**src/rtl/imem_loader.sv**
```systemverilog
`default_nettype none
// ============================================================================
// Module      : imem_loader
// Description : Boot-time program loader. Receives a framed byte stream
//               (LEN_HI, LEN_LO, 4*N big-endian data bytes, XOR checksum)
//               over valid/ready, writes the assembled 32-bit words
//               sequentially into the instruction memory write port, and
//               holds the CPU in reset until a complete, checksum-correct
//               frame has been written.
// Ports       : clk        - system clock, rising edge
//               rst        - asynchronous reset, active-low
//               start      - single-cycle load request (IDLE/DONE/ERR only)
//               in_valid   - byte-stream valid
//               in_data    - byte-stream data
//               in_ready   - loader can accept a byte
//               mem_we     - instruction memory write strobe (one cycle)
//               mem_addr   - instruction memory word address
//               mem_wdata  - instruction word
//               cpu_rst_n  - CPU reset, high only after a successful load
//               busy       - load in progress
//               done       - last load succeeded (sticky)
//               err        - last load failed (sticky)
// Revision    : 1.0 - initial release
// ============================================================================
module imem_loader #(
    parameter int ADDR_W    = 10,
    parameter int MAX_WORDS = 1024
) (
    input  logic              clk,
    input  logic              rst,
    input  logic              start,
    input  logic              in_valid,
    input  logic [7:0]        in_data,
    output logic              in_ready,
    output logic              mem_we,
    output logic [ADDR_W-1:0] mem_addr,
    output logic [31:0]       mem_wdata,
    output logic              cpu_rst_n,
    output logic              busy,
    output logic              done,
    output logic              err
);

    localparam logic [2:0] c_ST_IDLE   = 3'd0;
    localparam logic [2:0] c_ST_LEN_HI = 3'd1;
    localparam logic [2:0] c_ST_LEN_LO = 3'd2;
    localparam logic [2:0] c_ST_DATA   = 3'd3;
    localparam logic [2:0] c_ST_CHK    = 3'd4;
    localparam logic [2:0] c_ST_DONE   = 3'd5;
    localparam logic [2:0] c_ST_ERR    = 3'd6;

    // 17 bits so the comparison against a 16-bit length never overflows
    localparam logic [16:0] c_MAX_N = 17'(MAX_WORDS);

    logic [2:0]      r_state;
    logic [2:0]      w_state_next;
    logic [7:0]      r_acc;
    logic [7:0]      r_len_hi;
    // One bit wider than the address so N = 2^ADDR_W can be represented
    // and the final word index comparison terminates correctly.
    logic [ADDR_W:0] r_len;
    logic [ADDR_W:0] r_word_idx;
    logic [1:0]      r_byte_idx;
    logic [31:0]     r_asm;

    logic            w_busy;
    logic            w_accept;
    logic            w_start;
    logic [15:0]     w_len;
    logic            w_len_bad;
    logic            w_last_byte;
    logic [ADDR_W:0] w_word_inc;
    logic            w_last_word;
    logic            w_chk_ok;
    logic [31:0]     w_asm_next;

    assign w_busy      = (r_state == c_ST_LEN_HI) || (r_state == c_ST_LEN_LO) ||
                         (r_state == c_ST_DATA)   || (r_state == c_ST_CHK);
    assign in_ready    = w_busy;
    assign busy        = w_busy;
    assign w_accept    = in_valid && w_busy;
    // start is only honoured while no frame is in flight
    assign w_start     = start && ((r_state == c_ST_IDLE) || (r_state == c_ST_DONE) ||
                                   (r_state == c_ST_ERR));
    assign w_len       = {r_len_hi, in_data};
    assign w_len_bad   = (w_len == 16'd0) || ({1'b0, w_len} > c_MAX_N);
    assign w_last_byte = (r_byte_idx == 2'd3);
    assign w_word_inc  = r_word_idx + 1'b1;
    assign w_last_word = (w_word_inc == r_len);
    assign w_chk_ok    = (in_data == r_acc);
    assign w_asm_next  = {r_asm[23:0], in_data};

    // ------------------------------------------------------------------
    // State register
    // ------------------------------------------------------------------
    always_ff @(posedge clk or negedge rst) begin
        if (!rst) begin
            r_state <= c_ST_IDLE;
        end else begin
            r_state <= w_state_next;
        end
    end

    // ------------------------------------------------------------------
    // Next-state decode
    // ------------------------------------------------------------------
    always_comb begin
        w_state_next = r_state;
        case (r_state)
            c_ST_IDLE, c_ST_DONE, c_ST_ERR: begin
                if (start) w_state_next = c_ST_LEN_HI;
            end
            c_ST_LEN_HI: begin
                if (w_accept) w_state_next = c_ST_LEN_LO;
            end
            c_ST_LEN_LO: begin
                if (w_accept) w_state_next = w_len_bad ? c_ST_ERR : c_ST_DATA;
            end
            c_ST_DATA: begin
                if (w_accept && w_last_byte && w_last_word) w_state_next = c_ST_CHK;
            end
            c_ST_CHK: begin
                if (w_accept) w_state_next = w_chk_ok ? c_ST_DONE : c_ST_ERR;
            end
            default: w_state_next = c_ST_IDLE;
        endcase
    end

    // ------------------------------------------------------------------
    // Datapath and registered outputs
    // ------------------------------------------------------------------
    always_ff @(posedge clk or negedge rst) begin
        if (!rst) begin
            r_acc      <= 8'd0;
            r_len_hi   <= 8'd0;
            r_len      <= '0;
            r_word_idx <= '0;
            r_byte_idx <= 2'd0;
            r_asm      <= 32'd0;
            mem_we     <= 1'b0;
            mem_addr   <= '0;
            mem_wdata  <= 32'd0;
            cpu_rst_n  <= 1'b0;
            done       <= 1'b0;
            err        <= 1'b0;
        end else begin
            mem_we <= 1'b0;

            if (w_start) begin
                r_acc     <= 8'd0;
                done      <= 1'b0;
                err       <= 1'b0;
                cpu_rst_n <= 1'b0;
            end

            // w_start and w_accept are mutually exclusive: one needs a
            // busy state, the other a non-busy state.
            if (w_accept) begin
                case (r_state)
                    c_ST_LEN_HI: begin
                        r_acc    <= r_acc ^ in_data;
                        r_len_hi <= in_data;
                    end
                    c_ST_LEN_LO: begin
                        r_acc <= r_acc ^ in_data;
                        if (w_len_bad) begin
                            err <= 1'b1;
                        end else begin
                            r_len      <= w_len[ADDR_W:0];
                            r_word_idx <= '0;
                            r_byte_idx <= 2'd0;
                        end
                    end
                    c_ST_DATA: begin
                        r_acc      <= r_acc ^ in_data;
                        r_asm      <= w_asm_next;
                        r_byte_idx <= r_byte_idx + 2'd1;
                        if (w_last_byte) begin
                            mem_we     <= 1'b1;
                            mem_addr   <= r_word_idx[ADDR_W-1:0];
                            mem_wdata  <= w_asm_next;
                            r_word_idx <= w_word_inc;
                        end
                    end
                    c_ST_CHK: begin
                        if (w_chk_ok) begin
                            done      <= 1'b1;
                            cpu_rst_n <= 1'b1;
                        end else begin
                            err <= 1'b1;
                        end
                    end
                    default: ;
                endcase
            end
        end
    end

endmodule
`default_nettype wire
```
**config.mk**
```make
export PLATFORM = sky130hd
export DESIGN_NAME = imem_loader
export DESIGN_NICKNAME = d
export VERILOG_FILES = /design/src/rtl/imem_loader.sv
export SDC_FILE = /design/constraint.sdc
export NUM_CORES = 1
export LEC_CHECK = 0
export ABC_AREA = 1
export ABC_CLOCK_PERIOD_IN_PS = 3400
export CAP_MARGIN = 0
export CORE_MARGIN = 2
export CORE_UTILIZATION = 60
export DETAILED_ROUTE_END_ITERATION = 8
export MAX_ROUTING_LAYER = met4
export PLACE_DENSITY = 0.85
export SYNTH_ARGS = -nofsm -noshare
export SYNTH_HDL_FRONTEND = slang
export SYNTH_SLANG_ARGS = --single-unit
```
**constraint.sdc**
```tcl
create_clock -name clk -period 3.4 [get_ports clk]
set_input_delay 0.51 -clock clk [delete_from_list [all_inputs] [get_ports clk]]
set_output_delay 0.51 -clock clk [all_outputs]
set_load 0.01 [all_outputs]
```
# After elaboration in Yosys (flattened, before gate mapping)
# Cells that the tools add are included.
# totals
output_inout_bits	48
regBits	113
word_cells	88
in_bits	12
# op_classes
n_addsub	2
n_reduce_logical	22
magnitude_cmp	1
n_bitwise	2
muxes	32
n_eq_ne	16
# op_table
operator	n
$mux 8	3
$mux 11	2
$pmux 11 s2	1
$mux 3	6
$gt 16x11->1 const B	1
$logic_not 16->1	1
$mux 1	15
$pmux 3 s5	1
$ne 2x2->1 const B	6
$add 11x1->11 const B	1
$eq 11x11->1	1
$eq 3x3->1 const B	3
$reduce_and 3->1	3
$eq 8x8->1	1
$xor 8x8->8	1
$eq 3x2->1 const B	2
$logic_or 1x1->1	6
$reduce_or 3->1	2
$reduce_and 5->1	1
$logic_and 1x1->1	4
$mux 2	2
$pmux 2 s2	1
$reduce_and 2->1	2
$reduce_and 4->1	1
8 further kinds	8

# Longest topological paths before layout
# depth
depth_word	9
mapped_depth	14

# Least setup slack after synthesis
# No wires, ideal clock.
# synth_path
path_kind	flip-flop to flip-flop
startpoint	reg r_word_idx[0]
endpoint	reg r_state[1]
n_path_buf	0
setup_slack_ns	1.742
arrival_time_ns	1.541
setup_ns	0.117
stages_incl_launch_ff	15
period_less_slack_ns	1.658
required_time_ns	3.283
cell_sequence	dfrtp_1 ha_1 nand2_2 nor2_4 nand2_1 nand2_1 nand3_1 nand2_1 nand2_1 nor2_2 nand3_1 nand2_2 nand2_2 nand2_1 nand2_1
# synth_between
elab_chain_cells	5
# synth_rtl
element	line_no	source
from (decl)	62	logic [ADDR_W:0] r_word_idx;
from (signal assigned)	182	r_word_idx <= w_word_inc;
$add 11x1->11	88	assign w_word_inc = r_word_idx + 1'b1;
$eq 11x11->1	89	assign w_last_word = (w_word_inc == r_len);
$logic_and 1x1->1	120	if (w_accept && w_last_byte && w_last_word) w_state_next = c_ST_CHK;
$ne 2x1->1 (no line)	n/a	
$reduce_and 5->1 (no line)	n/a	
to (signal assigned)	98	r_state <= c_ST_IDLE;
to (signal assigned)	100	r_state <= w_state_next;
to (decl)	55	logic [2:0] r_state;
# No other way between the ends.
# A chain may end at the register's enable or synchronous reset.

# Worst setup path in the final report
# layout_path
startpoint	reg r_state[2]
endpoint	out in_ready
# layout_between
elab_chain_cells	4
word_cells_on_any_way	7
cone_classes	eq/ne (4); reduce/logical (3)
# layout_rtl
element	line_no	source
$eq 3x1->1 / $eq 3x2->1 (equally long branches)	77	assign w_busy = (r_state == c_ST_LEN_HI) || (r_state == c_ST_LEN_LO) ||
$logic_or 1x1->1 (2 in series)	77	
$logic_or 1x1->1 *	78	(r_state == c_ST_DATA) || (r_state == c_ST_CHK);
to (decl)	34	output logic in_ready,
# Every way passes the cells marked *; elsewhere a longest branch is shown, timed or not.

==> results.txt <==
outcome: finished, final reports clean
starting density of the core: 61.7%
synthesized-area fraction occupied by adder cells: 0.493%
Max VDD drop: 0.492 mV
DRT Wirelength: 11.5 mm
antenna-violating nets left: 0
DR vias: 4252
Worst R2R Setup Slack: 940 ps
Net count, final: 668
worst-margin pin slew: 1090 ps
Compound-Gate Fraction of Synth Area: 11.3%
final setup TNS: 0 ps
flops & latches, synth: 113
commonest non-fill, non-tap cell in the layout: nand2_1
Syn Inst Count: 595
CTS Hold Bufs: 0
Peak Freq: 397 MHz
worst skew pair latency: 520 ps
mux cell area share after synthesis: 0%
Syn Area/Cell: 8.52 um^2
Clock Root Buffer: clkbuf_8
crit path cell chain: o21bai_1 > nand2_2 > clkdlybuf4s50_1
critical path class: reg -> out
hold crit path type: in -> async
TritonCTS Sinks: 113
setup violators final: 0
Die W: 95.9 um
syn_nets: 609
synth unique cells: 30
CTS buffer count: 17
Reg area: 2830 um^2
critical path capture point type: output pin
total congestion overflow: 0
largest net degree at the start of global routing: 90
Final Hold Viols: 0
placed instance count: 740
pwr dens: 728 nW/um^2
I/O Buffers: 59
ant diodes: 0
leakage power: 2.86 nW
HPWL after detailed placement: 7.68 mm
Setup Fix Bufs, Post-CTS: 0
post-cts sizing count: 0
count of non-filler cells in the finished layout: 772
Area after DPL: 5670 um^2
sequential share of the synthesized area: 55.8%
DR vias/cell: 5.51
CP bufs+invs: 1
initial antenna violation count: 0
most frequent cells in the layout: 178 x nand2_1, 113 x dfrtp_1, 64 x inv_1, 64 x o21ai_0, 58 x clkdlybuf4s50_1
R2R cell count: 8
H-Tree Level Count: 4
Post-Synth XOR/XNOR Area: 1.38%
CP max stage cell: clkdlybuf4s50_1
dpl ws: 794 ps
Reg clk slew, reported paths: 60 ps
slowest stage delay, CP: 570 ps
Worst Skew: 5.95 ps
drt wl/cell: 14.8 um
post-synthesis simple-gate area fraction: 22.8%
nature of the critical path startpoint: flip-flop
slew margin rel.: 27.6%
fraction of layout cells with a size suffix above 1: 9.15%
Worst Hold Margin: 183 ps
top cell type by total area after synthesis: dfrtp_1
Area growth, synth to finish: 23.1%
worst r2r src: r_state[1]
Clock Tree Buf Depth: 2
num ports: 60
DRC: 0
final slew viol count: 0
routability cong.: 0.855
number of global-route vias before repair: 4172
Yosys warning total: 0
Core Box Area: 8220 um^2
design area: 6240 um^2
TritonCTS clock tree: built
DRT iter0 DRCs: 338
first-pass GRT wire length: 19.6 mm
die area: 9200 um^2
Final Critical Period: 2520 ps
FP Rows: 33
area of the multi-input gates: 1830 um^2
family with the most delay on the worst path: buffers and inverters
drt pass-1 iters: 5
CP Max Fanout: 7
Worst EP required: 2890 ps
Setup WS post-layout: 882 ps
largest family of logic cells by synthesized area: simple AND/OR/NAND/NOR gates
Yosys top cell area share: 55.8%
unrepaired setup endpoints after global routing: false
Layout fillers: 528
CP arrival: 2010 ps
fin crit share: 74.1%
Max Cap Violations: 0
Final Core Density: 76.0%
Area contributors post-synth: dfrtp_1 56%, nand2_1 13%, o21ai_0 6.3%
Post-Syn Area: 5070 um^2
total power: 4.54 mW
Reg2Reg Capture Point: mem_wdata[5]
Tot GR Track Use: 28.9%
die height: 95.9 um
[state kept, by name, indices dropped and copies added (netlist names)]
signal and count:
cpu_rst_n 1, done 1, err 1, mem_addr 10, mem_wdata 32, mem_we 1, r_acc 8, r_asm 24
r_byte_idx 2, r_len 11, r_len_hi 8, r_state 3, r_word_idx 11
[Yosys cell counts]
| cell type | n |
|---|---|
| nand4_1 | 6 |
| clkbuf_1 | 5 |
| nand4_2 | 1 |
| nand3b_1 | 2 |
| a21o_1 | 1 |
| or2_0 | 1 |
| a21oi_1 | 5 |
| nand3_1 | 43 |
| inv_1 | 64 |
| clkbuf_2 | 1 |
| buf_6 | 5 |
| dfrtp_1 | 113 |
| o21ai_0 | 64 |
| nor2_1 | 17 |
| o21bai_1 | 1 |
| xor2_1 | 4 |
| nor3_1 | 2 |
| ha_1 | 2 |
| nor2_2 | 2 |
| nor2_4 | 4 |
| buf_2 | 7 |
| buf_4 | 6 |
| nand3_2 | 1 |
| xnor2_1 | 4 |
| or2_2 | 1 |
| nand2_1 | 178 |
| inv_2 | 5 |
| nor4_2 | 1 |
| nand2_2 | 7 |
| o21ai_1 | 42 |
[power breakdown]
part           total (mW)  switching (mW)  internal, mW
clock network        1.66           0.645          1.02
registers            1.87           0.217          1.66
logic                1.01           0.649         0.359
[per-layer routing]
layer | part of all wire (%) | vias up | wire length [um] | global-route usage [%]
met1 | 44 | 2047 | 5030 | 37.5
met2 | 48 | 159 | 5510 | 45.3
li1 | - | 2017 | - | -
met4 | 2.1 | 0 | 246 | 10.2
met5 | 0 | - | 0 | -
met3 | 5.9 | 29 | 673 | 6.42
[how the worst max path moves through the flow]
stage          slack (ps)       endpoint  cells past startpoint           from
2_1_floorplan        1740     r_state[1]                     14  r_word_idx[0]
3_3_place_gp          840  r_word_idx[0]                     11     in_data[7]
3_5_place_dp          790  r_word_idx[0]                     11     in_data[5]
4_1_cts               890       in_ready                      3     r_state[2]
5_1_grt               750   mem_wdata[7]                      8     r_state[1]
6_report              880       in_ready                      3     r_state[2]
[logic make-up after synthesis]
family,Yosys count
AO/OA/AOI/OAI,113
XOR/XNOR,8
adder cells (fa/ha/maj),2
buffers and inverters,93
flip-flops,113
AND/OR/NAND/NOR,266
[layout make-up]
cell class / instances / share of cell area [%]
inverter: 69 / 4.15
tap: 105 / 2.10
clock buffer: 19 / 7.08
timing repair buffer: 64 / 10.0
multi-input combinational: 389 / 29.3
clock inverter: 13 / 2.08
sequential: 113 / 45.3
No activity file was read; power rests on OpenSTA's default activity.
